## config.mk

```make
export PLATFORM = sky130hd
export DESIGN_NAME = exc_epc_stack
export DESIGN_NICKNAME = d
export VERILOG_FILES = /design/src/rtl/exc_epc_stack.sv
export SDC_FILE = /design/constraint.sdc
export NUM_CORES = 1
export LEC_CHECK = 0
export CORE_UTILIZATION = 44
export CTS_CLUSTER_DIAMETER = 50
export DETAILED_ROUTE_END_ITERATION = 10
export HOLD_SLACK_MARGIN = 0.1
export PLACE_DENSITY = 0.77
export SLEW_MARGIN = 10
export SYNTH_ARGS = -nofsm -noshare
export SYNTH_HDL_FRONTEND = slang
export SYNTH_SLANG_ARGS = --single-unit
```

## constraint.sdc

```tcl
create_clock -name clk -period 3.07 [get_ports clk]
set_input_delay 0.614 -clock clk [delete_from_list [all_inputs] [get_ports clk]]
set_output_delay 0.614 -clock clk [all_outputs]
set_load 0.005 [all_outputs]
```

## src/rtl/exc_epc_stack.sv

```systemverilog
// exc_epc_stack: prioritised exception arbiter with a nested EPC/cause stack.
// Redirects taken requests to vectored handlers and unwinds them on ERET.
module exc_epc_stack #(
  parameter int              WIDTH        = 32,
  parameter int              NUM_SRC      = 4,
  parameter int              DEPTH        = 2,
  parameter logic [WIDTH-1:0] HANDLER_BASE = 32'h8000_0004,
  parameter logic [WIDTH-1:0] VEC_STRIDE   = 32'h0000_0010,
  parameter int              CW           = (NUM_SRC > 1) ? $clog2(NUM_SRC) : 1,
  parameter int              LW           = $clog2(DEPTH + 1)
) (
  input  logic               clk,
  input  logic               reset,
  input  logic [NUM_SRC-1:0] exc_req_i,
  input  logic [WIDTH-1:0]   epc_i,
  input  logic               eret_i,
  input  logic               mask_we_i,
  input  logic [NUM_SRC-1:0] mask_wdata_i,
  output logic               take_o,
  output logic [NUM_SRC-1:0] ack_o,
  output logic [WIDTH-1:0]   handler_pc_o,
  output logic               ret_o,
  output logic [WIDTH-1:0]   epc_o,
  output logic [CW-1:0]      cause_o,
  output logic [LW-1:0]      level_o,
  output logic [NUM_SRC-1:0] mask_o,
  output logic               overflow_o,
  output logic               underflow_o
);

  logic [WIDTH-1:0]   epc_q [DEPTH];
  logic [WIDTH-1:0]   epc_d [DEPTH];
  logic [CW-1:0]      cse_q [DEPTH];
  logic [CW-1:0]      cse_d [DEPTH];
  logic [LW-1:0]      lvl_q, lvl_d;
  logic               pop_q, pop_d;
  logic               take_q, take_d;
  logic               ret_q, ret_d;
  logic               ovf_q, ovf_d;
  logic               unf_q, unf_d;
  logic [NUM_SRC-1:0] ack_q, ack_d;
  logic [NUM_SRC-1:0] mask_q, mask_d;
  logic [WIDTH-1:0]   hpc_q, hpc_d;

  logic [WIDTH-1:0]   top_epc;
  logic [CW-1:0]      top_cse;
  logic [NUM_SRC-1:0] cand;
  logic               win_vld;
  logic [CW-1:0]      win;
  logic               qual;

  // Top-of-stack view; zero when the stack is empty.
  always_comb begin
    top_epc = '0;
    top_cse = '0;
    for (int i = 0; i < DEPTH; i++) begin
      if (lvl_q == LW'(i + 1)) begin
        top_epc = epc_q[i];
        top_cse = cse_q[i];
      end
    end
  end

  // Pick the lowest-index enabled request and test it for preemption.
  always_comb begin
    cand    = exc_req_i & mask_q;
    win_vld = 1'b0;
    win     = '0;
    for (int i = NUM_SRC - 1; i >= 0; i--) begin
      if (cand[i]) begin
        win_vld = 1'b1;
        win     = CW'(i);
      end
    end
    qual = win_vld && ((lvl_q == '0) || (win < top_cse));
  end

  // Next state: a pending pop first, then ERET, then a new exception.
  always_comb begin
    epc_d  = epc_q;
    cse_d  = cse_q;
    lvl_d  = lvl_q;
    pop_d  = 1'b0;
    take_d = 1'b0;
    ret_d  = 1'b0;
    ack_d  = '0;
    ovf_d  = ovf_q;
    unf_d  = unf_q;
    hpc_d  = hpc_q;
    mask_d = mask_we_i ? mask_wdata_i : mask_q;
    if (pop_q) begin
      for (int i = 0; i < DEPTH; i++) begin
        if (lvl_q == LW'(i + 1)) begin
          epc_d[i] = '0;
          cse_d[i] = '0;
        end
      end
      lvl_d = lvl_q - LW'(1);
    end else if (eret_i) begin
      if (lvl_q != '0) begin
        ret_d = 1'b1;
        pop_d = 1'b1;
      end else begin
        unf_d = 1'b1;
      end
    end else if (qual) begin
      if (lvl_q < LW'(DEPTH)) begin
        for (int i = 0; i < DEPTH; i++) begin
          if (lvl_q == LW'(i)) begin
            epc_d[i] = epc_i;
            cse_d[i] = win;
          end
        end
        lvl_d  = lvl_q + LW'(1);
        take_d = 1'b1;
        ack_d  = NUM_SRC'(1) << win;
        hpc_d  = HANDLER_BASE + WIDTH'(win) * VEC_STRIDE;
      end else begin
        ovf_d = 1'b1;
      end
    end
  end

  // State registers; reset empties the stack and re-enables all sources.
  always_ff @(posedge clk or negedge reset) begin
    if (!reset) begin
      for (int i = 0; i < DEPTH; i++) begin
        epc_q[i] <= '0;
        cse_q[i] <= '0;
      end
      lvl_q  <= '0;
      pop_q  <= 1'b0;
      take_q <= 1'b0;
      ret_q  <= 1'b0;
      ack_q  <= '0;
      ovf_q  <= 1'b0;
      unf_q  <= 1'b0;
      hpc_q  <= '0;
      mask_q <= '1;
    end else begin
      epc_q  <= epc_d;
      cse_q  <= cse_d;
      lvl_q  <= lvl_d;
      pop_q  <= pop_d;
      take_q <= take_d;
      ret_q  <= ret_d;
      ack_q  <= ack_d;
      ovf_q  <= ovf_d;
      unf_q  <= unf_d;
      hpc_q  <= hpc_d;
      mask_q <= mask_d;
    end
  end

  assign take_o       = take_q;
  assign ack_o        = ack_q;
  assign handler_pc_o = hpc_q;
  assign ret_o        = ret_q;
  assign epc_o        = top_epc;
  assign cause_o      = top_cse;
  assign level_o      = lvl_q;
  assign mask_o       = mask_q;
  assign overflow_o   = ovf_q;
  assign underflow_o  = unf_q;

endmodule

```

# == After elaboration in Yosys (flattened, before gate mapping) ==
# Index checks and enable logic that the tools add are counted.
# classes
add_sub_neg,3
multipliers,0
div_mod_pow,0
n_lt_le_gt_ge,2
eq_ne,5
n_shift,1
muxes,43
n_bitwise,5
n_reduce_logical,14
# op_table
cell,count
64-bit two-way mux,4
32-bit two-way mux,6
32-bit by 6-bit adder with 32-bit output (first input constant),1
4-bit two-way mux,8
2-bit two-way mux,14
1-bit two-way mux,11
5-bit AND reduction,2
2-bit nonzero test,5
4-bit AND reduction,2
2-bit by 1-bit inequality test with 1-bit output (second input constant),3
3-bit AND reduction,2
4-bit AND,1
1-bit inverter,4
1-bit by 2-bit left shift with 4-bit output (first input constant),1
2-bit by 1-bit adder with 2-bit output (second input constant),1
2-bit by 1-bit equality test with 1-bit output (second input constant),1
2-bit equality test (second input constant),1
2-bit zero test,1
2-bit < comparator,1
2-bit < comparator (second input constant),1
2-bit by 1-bit subtractor with 2-bit output (second input constant),1
1-bit logical AND,1
1-bit logical OR,1
# word_totals
register_bits,114
latchBits,0
ramBits,0
romBits,0
input_bits,44
word_cells,85
memories,0

# == Longest topological paths before layout ==
# Gate-level depths: netlist of run 1.
# depth
depth_word,11
depth_mapped,12
mapped_depth_nobuf,10

# == Least setup slack after synthesis of run 1 ==
# No wires, ideal clock.
# synth_path
path_type,register to register
start,"register lvl_q[0], in the netlist level_o[0]"
end,"register hpc_q[4], in the netlist handler_pc_o[4]"
setup_ns,0.125
t_arrival_ns,2.446
required_time_ns,2.945
slack_ns,0.499
stages_incl_launch_ff,11
n_path_buf,1
cell_sequence,dfrtp_1 -> inv_1 -> ha_1 -> clkbuf_1 -> nand2_1 -> o21a_1 -> ha_1 -> a31o_1 -> a31oi_1 -> o211a_1 -> mux2_2
# synth_via
elab_chain_cells,7
# synth_lines
element,line,source
"start, declared",35,"logic [LW-1:0] lvl_q, lvl_d;"
"start signal, assigned",143,lvl_q <= lvl_d;
2-bit by 1-bit equality test with 1-bit output,57,if (lvl_q == LW'(i + 1)) begin
2-bit two-way mux (2 in a row),57,
2-bit < comparator,75,qual = win_vld && ((lvl_q == '0) || (win < top_cse));
1-bit logical OR,75,
1-bit logical AND,75,
4-bit AND reduction (no source line) *,-,
"end signal, assigned",150,hpc_q <= hpc_d;
"end, declared",43,"logic [WIDTH-1:0] hpc_q, hpc_d;"
# Every way passes the cells marked *; elsewhere a longest branch is shown, timed or not.
# A chain may end at the register's enable or synchronous reset.

# == Worst setup path after layout of run 1 ==
# layout_path
start,"register lvl_q[1], in the netlist level_o[1]"
end,output epc_o[2]
# layout_via
elab_chain_cells,3
# layout_lines
element,line,source
2-bit by 1-bit equality test with 1-bit output,57,
32-bit two-way mux,57,
32-bit two-way mux *,57,
"end, declared",23,"output logic [WIDTH-1:0] epc_o,"
# Marked as above.

==> metrics, run 1 <==
synthesized area per cell=12.3 um2; Min Clock Period, post-route=2.91 ns; post-detailed-route wirelength per cell=18.3 um; area share of and/or/nand/nor cells after synthesis=4.83%; PD cells=826 nW/um2; number of library cell types mapped by synthesis=48; via density per instance=5.77; arrival time at the worst endpoint=2.30 ns; worst setup slack after layout=0.158 ns; depth of the worst register-to-register path=9; width of the chip=96.0 um; residual DRC count=0; Total Routed Length=9590 um; total congestion overflow after global routing=0; boundary pin count=124; startpoint of the worst register-to-register path=level_o[1]; dominant combinational cell family by area after synthesis=compound AO/OA/AOI/OAI gates; setup slack of the worst register-to-register path=0.46 ns; worst clock skew=0.0175 ns; xor/xnor cell area share of the yosys netlist=0.225%; share of cell area taken by muxes after synthesis=1.74%; number of synthesized flops with an enable pin=0; # clock sinks=85; CTS Buffer Depth=2; maximum number of pins on one net before global-route repair=86; number of global-route vias before repair=3038; number of vias in the routed layout=3030; Area Growth Syn to Fin=32.4%; post-CTS resize count=0; max-slew headroom at the worst pin=30.6%; initial core utilization=46.4%; most area-consuming cells after synthesis=dfrtp_1, a22o_1, buf_4; share of synthesized area occupied by flip-flops and latches=54.8%; Reg clk slew, reported paths=0.09 ns; yosys synthesis warning count=0; Post-Place Worst Slack=0.167 ns; Worst Setup Start Kind=flop; setup repair after global routing missed its margin=no; DRC violation total after the first TritonRoute iteration=150; number of nets in the layout=463; routability congestion estimate=0.867; share of the clock period used by the worst path=94.8%; highest achievable clock rate=0.343 GHz; hold crit path type=in -> async; number of hold-slack violations in the final timing report=0; result of the run=completed; number of nets with antenna violations after routing=0; count of inserted antenna diode cells=0; half-perimeter wire length of the detailed placement result=6300 um; Worst-Margin Slew=1.04 ns; IO Port Bufs=95; hold bufs inserted after CTS=0; row cnt=33; adder and majority cell fraction of the synthesized area=1.29%; proportion of register bits with asynchronous set or reset after synthesis=100%; global router's overall resource usage=21.9%; setup TNS after final layout=0 ns; final-report setup violation count=0; most common flop cell mapped by yosys=dfrtp_1; overall die height=96.0 um; Root Driver=clkbuf_8; cells after synthesis=317; largest fanout on the critical path=14; WS Path Type=reg -> out; Post-Route Utilization=61.4%; endpoint kind of the worst setup timing path=output pin; final-report max-slew violation count=0; layout cell share with drive strength beyond 1=13.1%; TritonCTS clock tree=built; number of levels in the clock H-tree=3; proportion of netlist area held by the largest area contributor=52.1%; first drt pass iteration count=4; Yosys top cell by area=dfrtp_1; Reg2Reg Capture Point=handler_pc_o[4]; required time worst endpoint=2.46 ns; post-synthesis cell area=3890 um2; setup bufs post-CTS=0; initial antenna violation count=0; full die area=9220 um2; clock latency on the worst-skew pair=0.36 ns; hold slack=0.440 ns; final instance area=5150 um2; highest ir drop seen on vdd=345 uV; standard cell area after detailed placement=4910 um2; max_cap viols=0; first-pass GRT wire length=15200 um; number of storage elements in the synthesis netlist=85; number of clock buffers inserted by TritonCTS=9; core outline area=8380 um2; fraction of the mapped netlist area in compound gates=27.5%; leakage dissipation=2.34 nW
[cell families (layout without fill, tap and decap cells)]
group / Yosys count / in the layout
and+or+nand+nor: 37 / 37
DFF: 85 / 85
buffers and inverters: 59 / 135
AOI/OAI and AO/OA: 124 / 124
muxes: 6 / 6
xor gates and xnor gates: 1 / 1
other: 1 / 28
adders and majority gates: 4 / 4
[critical path, cell delays in order (launching register included)]
cell             delay [ns]
dfrtp_2                0.47
inv_1                  0.12
ha_2                   0.25
nor2b_2                0.19
buf_4                  0.22
a22o_1                 0.17
clkdlybuf4s50_1        0.51
[layer usage]
metal / global-route usage, % / up-vias / wire length, um
met5: 0 / - / 0
met4: 8.21 / 0 / 112
met3: 4.42 / 13 / 640
met2: 34.6 / 144 / 4690
met1: 29.7 / 1524 / 4140
li1: - / 1349 / -
[synthesized netlist by cell type, types with 2 or more instances]
library cell	n
buf_6	3
buf_4	30
nand2_1	13
and3_1	2
a311oi_1	2
nor2_1	7
a22oi_1	2
a22o_1	96
mux2_2	5
a32o_1	3
a21oi_1	3
dfrtp_1	81
o21ai_0	2
nor2b_1	2
buf_1	2
inv_1	7
buf_2	9
nor4_1	4
dfstp_2	4
clkbuf_1	8
ha_1	4
and2_1	2
[where the power goes]
part | leakage (nW) | total (mW) | switching, mW | internal, mW
clock network | 0.110 | 0.910 | 0.424 | 0.486
logic | 1.10 | 1.55 | 0.701 | 0.844
registers | 1.13 | 1.79 | 0.271 | 1.52
[stage by stage]
stage	instances	power, mW
2_1_floorplan	344	2.61
3_3_place_gp	509	3.27
3_5_place_dp	509	3.32
4_1_cts	525	4.25
5_1_grt	525	4.49
6_report	525	4.25
[state kept, by name (all words and copies together), names as in the netlist]
register / flops
cse_q: 4
level_o: 2
ret_o: 1
mask_o: 4
ack_o: 4
underflow_o: 1
epc_q: 64
handler_pc_o: 3
take_o: 1
overflow_o: 1
[cell usage in the layout, fill, tap and decap left out, types with 3 or more instances in the layout]
cell type	instances
dfstp_2	4
clkdlybuf4s50_1	94
conb_1	28
a32o_1	3
clkbuf_8	10
nor2_1	7
nand2_1	13
mux2_2	5
buf_4	14
nor4_1	4
a22o_1	96
a21oi_1	3
dfrtp_1	80
buf_12	3
inv_1	7
[worst max-delay path by stage]
| stage | from | to | slack (ns) | depth (start not counted) |
|---|---|---|---|---|
| floorplan | level_o[0] | handler_pc_o[4] | 0.50 | 10 |
| global placement | exc_req_i[1] | epc_q[14] | 0.25 | 9 |
| detailed placement | exc_req_i[1] | handler_pc_o[4] | 0.17 | 8 |
| CTS | level_o[1] | epc_o[21] | 0.04 | 4 |
| global route | level_o[1] | epc_o[9] | 0.02 | 6 |
| finish | level_o[1] | epc_o[2] | 0.16 | 6 |
[layout make-up]
cell class	count	area [um2]
fillers	642	3230
flip-flops and latches	85	2130
multi-input cells	200	1510
repair buffers	112	1120
clock buffers	10	138
well taps	105	131
clock inverters	6	92.6
inverters	7	26.3
Power figures use the tool's default switching activity.
==> run 2, diff against run 1 <==
Settings changed: PLACE_DENSITY 0.77 to not set, PLACE_DENSITY_LB_ADDON set to 0.2.
Clock period 3.07 ns to 2.8 ns, I/O delays scaled along.
==> run 2 against run 1 <==
Net effect:
- wire length fell by 3.6%
- register-to-register slack got worse by 0.11 ns
- sequential power rose by 9%
- critical endpoint is now epc_o[13]
- critical path depth did not move
- sequential share of layout area fell by 1.1 points
- highest routed layer unchanged
- worst hold slack got worse by 0.24 ns
- total power rose by 12%
- via count rose by 0.23%
- non-clock buffer count rose by 9
- clock power rose by 15%
==> metrics, run 2 (synthesis gave the netlist of run 1 again) <==
result of the run=completed (unchanged); hold crit path type=in -> async (unchanged); width of the chip=96.0 um (unchanged); Total Routed Length=9240 um (was 9590 um); hold bufs inserted after CTS=0 (unchanged); number of nets with antenna violations after routing=0 (unchanged); Root Driver=clkbuf_8 (unchanged); setup repair after global routing missed its margin=no (unchanged); post-detailed-route wirelength per cell=17.3 um (was 18.3 um); kind of cell adding the most delay to the critical path=buffers and inverters (unchanged); Reg clk slew, reported paths=0.08 ns (was 0.09 ns); via density per instance=5.69 (was 5.77); number of levels in the clock H-tree=3 (unchanged); highest ir drop seen on vdd=479 uV (was 345 uV); first drt pass iteration count=4 (unchanged); max FFs per register=64 (unchanged); full die area=9220 um2 (unchanged); slowest cell on the critical path=clkdlybuf4s50_1 (unchanged); Area Growth Syn to Fin=36.0% (was 32.4%); final-report setup violation count=0 (unchanged); max-slew headroom at the worst pin=63.3% (was 30.6%); global router's overall resource usage=21.7% (was 21.9%); switching portion of total power=31.3% (was 32.9%); number of global-route vias before repair=3048 (was 3038); worst clock skew=0.0101 ns (was 0.0175 ns); boundary pin count=124 (unchanged); endpoint kind of the worst setup timing path=output pin (unchanged); Min Clock Period, post-route=2.66 ns; total congestion overflow after global routing=0 (unchanged); count of inserted antenna diode cells=0 (unchanged); FILL cells=681 (was 642); IO Port Bufs=95 (unchanged); maximum number of pins on one net before global-route repair=45 (was 86); first-pass GRT wire length=15200 um (about the same); internal power of the cells=3.28 mW (was 2.85 mW); CTS Buffer Depth=2 (unchanged); initial core utilization=46.4% (unchanged); # clock sinks=85 (unchanged); Post-Place Worst Slack=-0.0576 ns (was 0.167 ns); register bank with the most flops=epc_q (unchanged); WS Path Type=reg -> out (unchanged); setup TNS after final layout=0 ns (unchanged); leakage dissipation=2.41 nW (was 2.34 nW); total net switching power=1.50 mW (was 1.40 mW); Power Total=4.78 mW (was 4.25 mW); residual DRC count=0 (unchanged); max_cap viols=0 (unchanged); row cnt=33 (unchanged); number of vias in the routed layout=3037 (was 3030); share of the clock period used by the worst path=95.0%; overall die height=96.0 um (unchanged); core outline area=8380 um2 (unchanged); PD cells=903 nW/um2 (was 826 nW/um2); routability congestion estimate=0.795 (was 0.867); initial antenna violation count=0 (unchanged); number of clock buffers inserted by TritonCTS=9 (unchanged); part of the power in the clock network=22.0% (was 21.4%); DRC violation total after the first TritonRoute iteration=116 (was 150); number of nets in the layout=472 (was 463); number of hold-slack violations in the final timing report=0 (unchanged); part of the total power dissipated in sequential elements=41.1% (was 42.2%); Post-Route Utilization=63.1% (was 61.4%); highest achievable clock rate=0.376 GHz; worst setup slack after layout=0.139 ns (was 0.158 ns); TritonCTS clock tree=built (unchanged); Worst-Margin Slew=0.550 ns (was 1.04 ns); required time worst endpoint=2.24 ns (was 2.46 ns); layout cell share with drive strength beyond 1=15.2% (was 13.1%); clock latency on the worst-skew pair=0.35 ns (was 0.36 ns); crit path cell chain=inv_2 > ha_4 > nor2b_4 > buf_12 > a22o_1 > clkdlybuf4s50_1 (was inv_1 > ha_2 > nor2b_2 > buf_4 > a22o_1 > clkdlybuf4s50_1); highest-count cells in the layout ignoring fill and taps=a22o_1, clkdlybuf4s50_1, dfrtp_1, conb_1, buf_4 (unchanged); Combinational Power Share=37.0% (was 36.4%); most common library cell in the layout ignoring fill and taps=a22o_1 (unchanged); crit-path max cell delay=0.50 ns (was 0.51 ns); half-perimeter wire length of the detailed placement result=6350 um (was 6300 um); final-report max-slew violation count=0 (unchanged); arrival time at the worst endpoint=2.10 ns (was 2.30 ns); sum of buffers and inverters on the critical path=3 (unchanged); Worst Setup Start Kind=flop (unchanged); largest fanout on the critical path=26 (was 14)
run 2: cell count changes in the layout (fill, tap and decap cells not counted), moves of 2 or more:
| cell | before | now |
|---|---|---|
| inv_2 | 0 | 2 |
| ha_4 | 0 | 2 |
| buf_4 | 14 | 20 |
| buf_12 | 3 | 5 |
| ha_2 | 2 | 0 |
| inv_1 | 7 | 5 |
run 2: path summary, 6_finish.rpt:
check | start | to | slack [ns] | cells after the start
max | level_o[1] | epc_o[13] | 0.14 | 6
min | reset | handler_pc_o[5] | 0.20 | 1
max reg2reg | level_o[0] | epc_q[23] | 0.35 | 10
min reg2reg | overflow_o | overflow_o | 0.48 | 2
max in group asynchronous | reset | level_o[0] | 1.96 | 2
min in group clk | overflow_o | overflow_o | 0.48 | 2
run 2: repair_timing:
action / 4_1_cts / 5_1_grt
buffers inserted: 0 / 0
resized for setup: 1 / 8
endpoints found under the setup margin: 19 / 31
run 2: final cells by class:
| class | instances | area [um2] | area share (%) |
|---|---|---|---|
| Clock buffer | 11 | 141 | 2.67 |
| Clock inverter | 5 | 106 | 2.01 |
| Inverter | 7 | 26.3 | 0.497 |
| Multi-Input combinational cell | 200 | 1540 | 29.0 |
| Sequential cell | 85 | 2130 | 40.3 |
| Tap cell | 105 | 131 | 2.48 |
| Timing Repair Buffer | 121 | 1210 | 23.0 |
run 2: routing by layer:
metal  share of wire [%]  track usage (%)
met1                  43             29.0
met2                  50             34.7
met3                 6.0             4.98
met4                0.82             7.71
met5                   0                0
run 2: worst register-to-register path: cells and delay by family (launching register included):
kind            cells  cell delay [ns]
buf+inv             2             0.28
flops               1             0.46
fa+ha+maj           2             0.55
compound gates      4             0.85
simple gates        2             0.21
run 2: power by group through the flow:
stage          registers, mW  clock network, mW  logic (mW)
2_1_floorplan           1.89                  0       0.974
3_3_place_gp            1.95                  0        1.68
3_5_place_dp            1.96                  0        1.71
4_1_cts                 1.95               1.07        1.73
5_1_grt                 2.02               1.13        1.93
6_report                1.96               1.05        1.76
run 2: through the flow:
step                      hold slack (ns)  cell area [um2]  cells
after floorplan                     0.264             3990    344
after global placement              0.466             5000    518
after detailed placement            0.468             5000    518
after CTS                           0.208             5250    534
after global routing                0.227             5290    534
final                               0.200             5290    534
